## src/rtl/ngv_lcd_bus.sv

```systemverilog
// rtl/ngv_lcd_bus.sv - 8080-style write-only LCD bus driver with input FIFO
//
// Accepts {rs, data} words over a valid/ready handshake, buffers them in a
// small FIFO and replays each one on the parallel panel bus as a
// chip-select / write-strobe cycle with programmable setup, low and high
// times. Consecutive words are sent as a burst without releasing scs.
//
// Optional feature macro: NGV_LCD_HWRST_EN
//   defined     - after reset the FSM drives srst low for RST_LOW cycles,
//                 then waits RST_WAIT cycles before the first transfer.
//   not defined - the FSM starts in IDLE and srst is held at 1.
//
// Ports:
//   pclk      in   clock, rising edge
//   prst      in   asynchronous active-low reset
//   in_valid  in   word offered
//   in_ready  out  registered, equals !full
//   in_rs     in   0 = command, 1 = data
//   in_data   in   24-bit bus word
//   bl_on     in   backlight request
//   busy      out  FSM active or FIFO holding words
//   sblk      out  backlight, registered copy of bl_on
//   scs       out  chip select, active low
//   srs       out  register select
//   swr       out  write strobe, active low
//   srd       out  read strobe, constant 1
//   srst      out  panel reset, active low
//   sdata     out  24-bit bus data
module ngv_lcd_bus #(
    parameter int CS_SETUP   = 1,
    parameter int WR_LOW     = 2,
    parameter int WR_HIGH    = 2,
    parameter int FIFO_DEPTH = 4,
    parameter int RST_LOW    = 16,
    parameter int RST_WAIT   = 64
) (
    input  logic        pclk,
    input  logic        prst,
    input  logic        in_valid,
    output logic        in_ready,
    input  logic        in_rs,
    input  logic [23:0] in_data,
    input  logic        bl_on,
    output logic        busy,
    output logic        sblk,
    output logic        scs,
    output logic        srs,
    output logic        swr,
    output logic        srd,
    output logic        srst,
    output logic [23:0] sdata
);

    localparam int AW      = $clog2(FIFO_DEPTH);
    localparam int MAX_A   = (CS_SETUP > WR_LOW) ? CS_SETUP : WR_LOW;
    localparam int MAX_B   = (WR_HIGH > RST_LOW) ? WR_HIGH : RST_LOW;
    localparam int MAX_C   = (MAX_A > MAX_B) ? MAX_A : MAX_B;
    localparam int MAX_CNT = (MAX_C > RST_WAIT) ? MAX_C : RST_WAIT;
    localparam int CW      = $clog2(MAX_CNT + 1);

    // Counter load values: a state lasting N cycles loads N-1 on entry.
    localparam logic [CW-1:0] LD_SETUP = CW'(CS_SETUP - 1);
    localparam logic [CW-1:0] LD_WR_LO = CW'(WR_LOW - 1);
    localparam logic [CW-1:0] LD_WR_HI = CW'(WR_HIGH - 1);
`ifdef NGV_LCD_HWRST_EN
    localparam logic [CW-1:0] LD_RST_LO = CW'(RST_LOW - 1);
    localparam logic [CW-1:0] LD_RST_WT = CW'(RST_WAIT - 1);
`endif

    typedef enum logic [2:0] {
        ST_RST_LO,
        ST_RST_WT,
        ST_IDLE,
        ST_SETUP,
        ST_WR_LO,
        ST_WR_HI
    } state_t;

    state_t         state_q;
    logic [CW-1:0]  cnt_q;
    logic           scs_q;
    logic           swr_q;
    logic           srs_q;
    logic           srd_q;
    logic           srst_q;
    logic [23:0]    sdata_q;
    logic           sblk_q;
    logic           in_ready_q;
    logic           busy_q;

    // FIFO storage and pointers (one extra bit distinguishes full from empty)
    logic [24:0]    mem_q [FIFO_DEPTH];
    logic [AW:0]    wr_ptr_q;
    logic [AW:0]    rd_ptr_q;
    logic [AW:0]    wr_ptr_d;
    logic [AW:0]    rd_ptr_d;
    logic           full_d;
    logic           empty;
    logic           nempty_q;
    logic           can_pop;
    logic           push;
    logic           pop;
    logic [24:0]    head;

    assign push  = in_valid && in_ready_q;
    assign empty = (wr_ptr_q == rd_ptr_q);
    // The pop decision uses a one-cycle-delayed non-empty flag, giving the
    // two-edge push-to-scs latency; gating with !empty keeps a stale flag
    // from ever popping an empty FIFO.
    assign can_pop = nempty_q && !empty;
    assign head    = mem_q[rd_ptr_q[AW-1:0]];
    assign pop     = can_pop &&
                     ((state_q == ST_IDLE) || ((state_q == ST_WR_HI) && (cnt_q == '0)));

    always_comb begin
        wr_ptr_d = wr_ptr_q + {{AW{1'b0}}, push};
        rd_ptr_d = rd_ptr_q + {{AW{1'b0}}, pop};
        full_d   = (wr_ptr_d[AW] != rd_ptr_d[AW]) &&
                   (wr_ptr_d[AW-1:0] == rd_ptr_d[AW-1:0]);
    end

    always_ff @(posedge pclk) begin
        if (push) begin
            mem_q[wr_ptr_q[AW-1:0]] <= {in_rs, in_data};
        end
    end

    always_ff @(posedge pclk or negedge prst) begin
        if (!prst) begin
            wr_ptr_q   <= '0;
            rd_ptr_q   <= '0;
            nempty_q   <= 1'b0;
            in_ready_q <= 1'b0;
            busy_q     <= 1'b1;
            sblk_q     <= 1'b0;
        end else begin
            wr_ptr_q   <= wr_ptr_d;
            rd_ptr_q   <= rd_ptr_d;
            nempty_q   <= !empty;
            in_ready_q <= !full_d;
            busy_q     <= (state_q != ST_IDLE) || !empty || push;
            sblk_q     <= bl_on;
        end
    end

    always_ff @(posedge pclk or negedge prst) begin
        if (!prst) begin
`ifdef NGV_LCD_HWRST_EN
            state_q <= ST_RST_LO;
            cnt_q   <= LD_RST_LO;
            srst_q  <= 1'b0;
`else
            state_q <= ST_IDLE;
            cnt_q   <= '0;
            srst_q  <= 1'b1;
`endif
            scs_q   <= 1'b1;
            swr_q   <= 1'b1;
            srs_q   <= 1'b0;
            srd_q   <= 1'b1;
            sdata_q <= '0;
        end else begin
            case (state_q)
`ifdef NGV_LCD_HWRST_EN
                ST_RST_LO: begin
                    if (cnt_q == '0) begin
                        state_q <= ST_RST_WT;
                        cnt_q   <= LD_RST_WT;
                        srst_q  <= 1'b1;
                    end else begin
                        cnt_q <= cnt_q - 1'b1;
                    end
                end
                ST_RST_WT: begin
                    if (cnt_q == '0) begin
                        state_q <= ST_IDLE;
                    end else begin
                        cnt_q <= cnt_q - 1'b1;
                    end
                end
`endif
                ST_IDLE: begin
                    if (pop) begin
                        state_q <= ST_SETUP;
                        cnt_q   <= LD_SETUP;
                        scs_q   <= 1'b0;
                        srs_q   <= head[24];
                        sdata_q <= head[23:0];
                    end
                end
                ST_SETUP: begin
                    if (cnt_q == '0) begin
                        state_q <= ST_WR_LO;
                        cnt_q   <= LD_WR_LO;
                        swr_q   <= 1'b0;
                    end else begin
                        cnt_q <= cnt_q - 1'b1;
                    end
                end
                ST_WR_LO: begin
                    if (cnt_q == '0) begin
                        state_q <= ST_WR_HI;
                        cnt_q   <= LD_WR_HI;
                        swr_q   <= 1'b1;
                    end else begin
                        cnt_q <= cnt_q - 1'b1;
                    end
                end
                ST_WR_HI: begin
                    if (cnt_q == '0) begin
                        if (pop) begin
                            // Burst: next word goes out without releasing scs.
                            state_q <= ST_SETUP;
                            cnt_q   <= LD_SETUP;
                            srs_q   <= head[24];
                            sdata_q <= head[23:0];
                        end else begin
                            state_q <= ST_IDLE;
                            scs_q   <= 1'b1;
                        end
                    end else begin
                        cnt_q <= cnt_q - 1'b1;
                    end
                end
                default: begin
                    state_q <= ST_IDLE;
                    scs_q   <= 1'b1;
                    swr_q   <= 1'b1;
                end
            endcase
        end
    end

    assign in_ready = in_ready_q;
    assign busy     = busy_q;
    assign sblk     = sblk_q;
    assign scs      = scs_q;
    assign srs      = srs_q;
    assign swr      = swr_q;
    assign srd      = srd_q;
    assign srst     = srst_q;
    assign sdata    = sdata_q;

endmodule

```

## config.mk

```make
export PLATFORM = sky130hd
export DESIGN_NAME = ngv_lcd_bus
export DESIGN_NICKNAME = d
export VERILOG_FILES = /design/src/rtl/ngv_lcd_bus.sv
export SDC_FILE = /design/constraint.sdc
export NUM_CORES = 1
export LEC_CHECK = 0
export CORE_ASPECT_RATIO = 0.9
export CORE_MARGIN = 3
export CORE_UTILIZATION = 35
export DETAILED_ROUTE_END_ITERATION = 8
export GPL_TIMING_DRIVEN = 0
export SKIP_CTS_REPAIR_TIMING = 1
export SLEW_MARGIN = 20
export SYNTH_ARGS = -nofsm -noshare
export SYNTH_HDL_FRONTEND = slang
export SYNTH_SLANG_ARGS = --single-unit
```

## constraint.sdc

```tcl
create_clock -name pclk -period 7.1 [get_ports pclk]
set_input_delay 1.42 -clock pclk [delete_from_list [all_inputs] [get_ports pclk]]
set_output_delay 1.42 -clock pclk [all_outputs]
set_load 0.005 [all_outputs]
```

; Word level (Yosys, flattened, before mapping)
; Memories as Yosys holds them, arrays and structs flattened.
; Cells that the tools add are included.
[classes]
n_bitwise = 2
mux = 25
reduce_logical = 19
n_eq_ne = 13
add_sub_neg = 3
[ops]
columns = cell, n
row1 = $mux 24, 2
row2 = $pmux 24 s2, 1
row3 = $mux 7, 3
row4 = $pmux 7 s3, 1
row5 = $mux 3, 4
row6 = $pmux 3 s4, 1
row7 = $mux 1, 10
row8 = $ne 2x2->1 const B, 4
row9 = $reduce_and 4->1, 2
row10 = $logic_not 7->1, 1
row11 = $sub 7x1->7 const B, 1
row12 = $add 3x1->3, 2
row13 = $eq 3x2->1 const B, 2
row14 = $eq 3x3->1 const B, 2
row15 = $pmux 1 s3, 2
row16 = $logic_and 1x1->1, 5
row17 = $reduce_or 2->1, 2
row18 = $eq 3x3->1, 1
row19 = $logic_or 1x1->1, 3
row20 = $ne 3x2->1 const B, 1
row21 = $reduce_and 3->1, 1
row22 = $reduce_bool 3->1, 1
row23 = $eq 2x2->1, 1
row24 = $logic_not 1->1, 2
row25 = other kinds (6), 7
[word_totals]
inputBits = 29
ff_bits = 47
mem_count = 1
ram_bits = 100
word_cells = 75
output_inout_bits = 32
[mem_list]
columns = name, words, width, rd, rd_ports_with_merged_regs, wr, line
row1 = mem_q, 4, 25, 1, 0, 1, 92  ; logic [24:0] mem_q [FIFO_DEPTH];

; Logic depth before layout (Yosys ltp)
[logic_depth]
depth_word = 8
mapped_depth = 11
mapped_depth_nobuf = 10

; Worst setup path before layout
; No wires, ideal clock.
[synth_path]
kind = input port to flip-flop
from = input in_valid
to = memory mem_q[2][0], enable pin
setup_ns = 0.444
slack_ns = 3.239
required_time_ns = 6.656
stages = 2
n_path_buf = 0
arrival_ns = 3.417
cell_sequence = nand2_1 > nor3b_1
[synth_via]
elab_chain_len = 3
[synth_rtl]
columns = item, line
row1 = from (decl), 39  ; input logic in_valid,
row2 = $logic_and 1x1->1, 105  ; assign push = in_valid && in_ready_q;
row3 = $mux 1, 123  ; if (push) begin
row4 = $mux 1 (not written as such), 124  ; mem_q[wr_ptr_q[AW-1:0]] <= {in_rs, in_data};
row5 = to (decl), 92
; Every way passes these cells.

; Final worst setup path
[layout_path]
from = input in_valid
to = memory mem_q[2][24], enable pin
; Same word-level chain as after synthesis.

==> impl_metrics.py <==
metrics = {
    "worst_setup_path": {
        "critical_path_class": "input port to flop",
        "crit_family": "buffers and inverters",
        "critical_path_required_ps": 7220,
        "end_kind": "flop",
        "start_kind": "input port",
        "cp.arrival_ps": 3140,
        "cp_num_buf_inv": 3,
        "slowest_stage": "nor3b_2",
        "slowest_delay_ps": 640,
        "path_cells": "clkdlybuf4s50_1, nand2_1, nor3b_2, buf_4, buf_6",
        "path_max_fanout": 8,
    },
    "global_route": {
        "grt_pass1_wl_um": 17840,
        "grt_util_met3_pct": 4.428,
        "grt.overflow.total": 0,
        "antenna_found_initial": 0,
        "met2_usage_pct": 19.89,
        "busiest_layer": "met2",
        "grt_usage_pct": 12.95,
        "grt_max_degree": 48,
        "grt_pass1_vias": 3170,
        "use_met1_pct": 17.54,
    },
    "pwr": {
        "power.density_nw_per_um2": 443.3,
        "switching_share_pct": 29.31,
        "p_sw_mw": 0.9596,
        "combPwrFrac_pct": 36.3,
        "ir_drop_v": 0.0002521,
        "clkPwrFrac_pct": 24.1,
        "p_seq_share_pct": 39.6,
        "p_leak_nw": 2.712,
        "p_int_mw": 2.315,
    },
    "placement": {
        "portBuffers": 58,
        "place_area_um2": 6863,
        "gp_congestion": 0.8317,
        "place_inst": 574,
        "dp_hpwl_um": 7244,
    },
    "clocking": {
        "clkLatencyLatePin_ps": 410,
        "cts_sinks": 147,
        "cts.htree.levels": 4,
        "tritoncts": "yes",
        "cts_buffer_depth": 2,
        "clkTransAtPathRegs_ps": 60,
        "cts-root-buf": "clkbuf_16",
        "numCtsBuffers": 17,
    },
    "synth": {
        "postSynthCellCount": 298,
        "yosys.area.top_type": "edfxtp_1",
        "synth_top_area_share_pct": 50.87,
        "ys_top_cells_by_area": "edfxtp_1 (51%), dfrtp_1 (18%), mux4_2 (6.1%)",
        "syn_area_um2": 5903,
        "synth_edf_count": 100,
        "ys_seq_area_share_pct": 70.88,
        "synthArstFlopShare_pct": 31.97,
        "synth_ff_type": "edfxtp_1",
        "syn_area_per_cell_um2": 19.81,
        "synth_commonest_cells": "edfxtp_1 (100), dfrtp_1 (43), mux2_4 (19)",
        "yosysWarnings": 2,
        "synth_cell_types": 48,
        "ys_seq_elements": 147,
        "yosysMostFrequentCell": "edfxtp_1",
    },
    "outcome": {
        "status": "finished, final reports clean",
    },
    "layout": {
        "postLayoutCoreUtil_pct": 45.17,
        "stdcell_count": 605,
        "drive_gt1_share_pct": 27.39,
        "syn_to_final_growth_pct": 25.12,
        "nNetsFinal": 420,
        "num_antenna_cells": 0,
        "final_cell_area_um2": 7386,
    },
    "floorplanning": {
        "rows": 44,
        "die_y_um": 129.2,
        "start_util_pct": 36.10,
        "core_um2": 16350,
        "dieArea_um2": 18460,
        "fp.dieW_um": 142.9,
        "io-pin-count": 61,
    },
    "sta": {
        "setup_viol": 0,
        "max_slew_margin_pct": 53.05,
        "timing.final.crit_share_pct": 42.48,
        "fin_skew_ps": 9.166,
        "max_freq_mhz": 331.6,
        "finalHoldViolations": 0,
        "drv_slew": 0,
        "fin_crit_ps": 3016,
        "tns_ps": 0,
        "tightest_slew_ps": 701.2,
        "rsz0062_at_grt": "no",
        "hold_slack_ps": 510.5,
    },
    "routing": {
        "drc": 0,
        "vias": 2958,
        "wl_per_cell_um": 18.05,
        "drt-pass1-iter-count": 4,
        "detail-route-antenna-nets": 0,
        "drt_iter0_markers": 169,
        "vias_per_cell": 4.889,
        "wirelength_um": 10920,
    },
    "min_path": {
        "hold_path.class": "flop to flop",
    },
    "run": {
        "maxCapViolCount": 0,
    },
}
-- kinds of logic after synthesis --
kind of cell               count (synthesis)  share of synthesized area [%]
xor gates and xnor gates                   9                          1.463
buffers and inverters                     17                          2.565
adders and majority gates                  5                          1.060
AOI/OAI and AO/OA                         29                          3.688
and+or+nand+nor                           40                          4.197
DFF                                      147                          70.88
muxes                                     50                          16.09
other                                      1                        0.06353
-- final timing paths --
kind / slack, ps / to / startpoint / depth (start not counted)
max: 4080 / mem_q[2][24] / in_valid / 5
min: 510 / sdata[14] / sdata[14] / 1
max reg2reg: 4300 / in_ready / cnt_q[0] / 11
min reg2reg: 510 / sdata[14] / sdata[14] / 1
max in group asynchronous: 5610 / sdata[23] / prst / 1
min in group asynchronous: 1050 / sdata[6] / prst / 1
-- flip-flops by register name (all words and copies together) (netlist names) --
signal and flops:
busy 1, cnt_q 7, in_ready 1, mem_q 100, nempty_q 1, rd_ptr_q 3
sblk 1, scs 1, sdata 24, srs 1, state_q 3, swr 1
wr_ptr_q 3
-- layout make-up --
| type | instances | area, µm² |
|---|---|---|
| repair buffers | 68 | 680.7 |
| clock buffers | 23 | 467.9 |
| multi-input cells | 135 | 1588 |
| clock inverters | 8 | 55.05 |
| plain buffers | 11 | 128.9 |
| flip-flops and latches | 147 | 4184 |
| fillers | 1389 | 8965 |
| well taps | 207 | 259.0 |
| inverters | 6 | 22.52 |
-- power groups by stage --
stage / clock network, mW / registers [mW] / logic, mW
floorplan: 0 / 1.29 / 0.801
global placement: 0 / 1.32 / 1.15
detailed placement: 0 / 1.31 / 1.21
CTS: 0.814 / 1.30 / 1.21
global route: 0.854 / 1.33 / 1.30
finish: 0.789 / 1.30 / 1.19
-- cells in the final DEF, fill, tap and decap left out, types with 5 or more instances in the layout --
cell	synthesis	layout
edfxtp_1	100	100
clkdlybuf4s50_1	0	57
dfrtp_1	43	43
mux2_4	19	19
clkbuf_16	0	17
mux4_2	16	16
buf_4	3	11
mux4_1	9	9
o21ai_0	8	8
xor2_1	7	7
nor2_1	7	7
inv_1	6	6
nand2_1	6	6
mux2_2	6	6
buf_6	3	5
nand3_1	5	5
ha_1	5	5
-- routing by layer --
metal  up-vias  routed length, µm
met1      1530               4973
met2        73               5279
met5         -                  0
met4         0                 93
li1       1349                  -
met3         6                574
-- stage by stage --
stage | setup WS [ps] | power, mW
2_1_floorplan | 3239 | 2.087
6_report | 4084 | 3.274
4_1_cts | 4032 | 3.330
3_3_place_gp | 972.7 | 2.471
3_5_place_dp | 3603 | 2.528
5_1_grt | 3994 | 3.478
No activity file was read; power rests on OpenSTA's default activity.
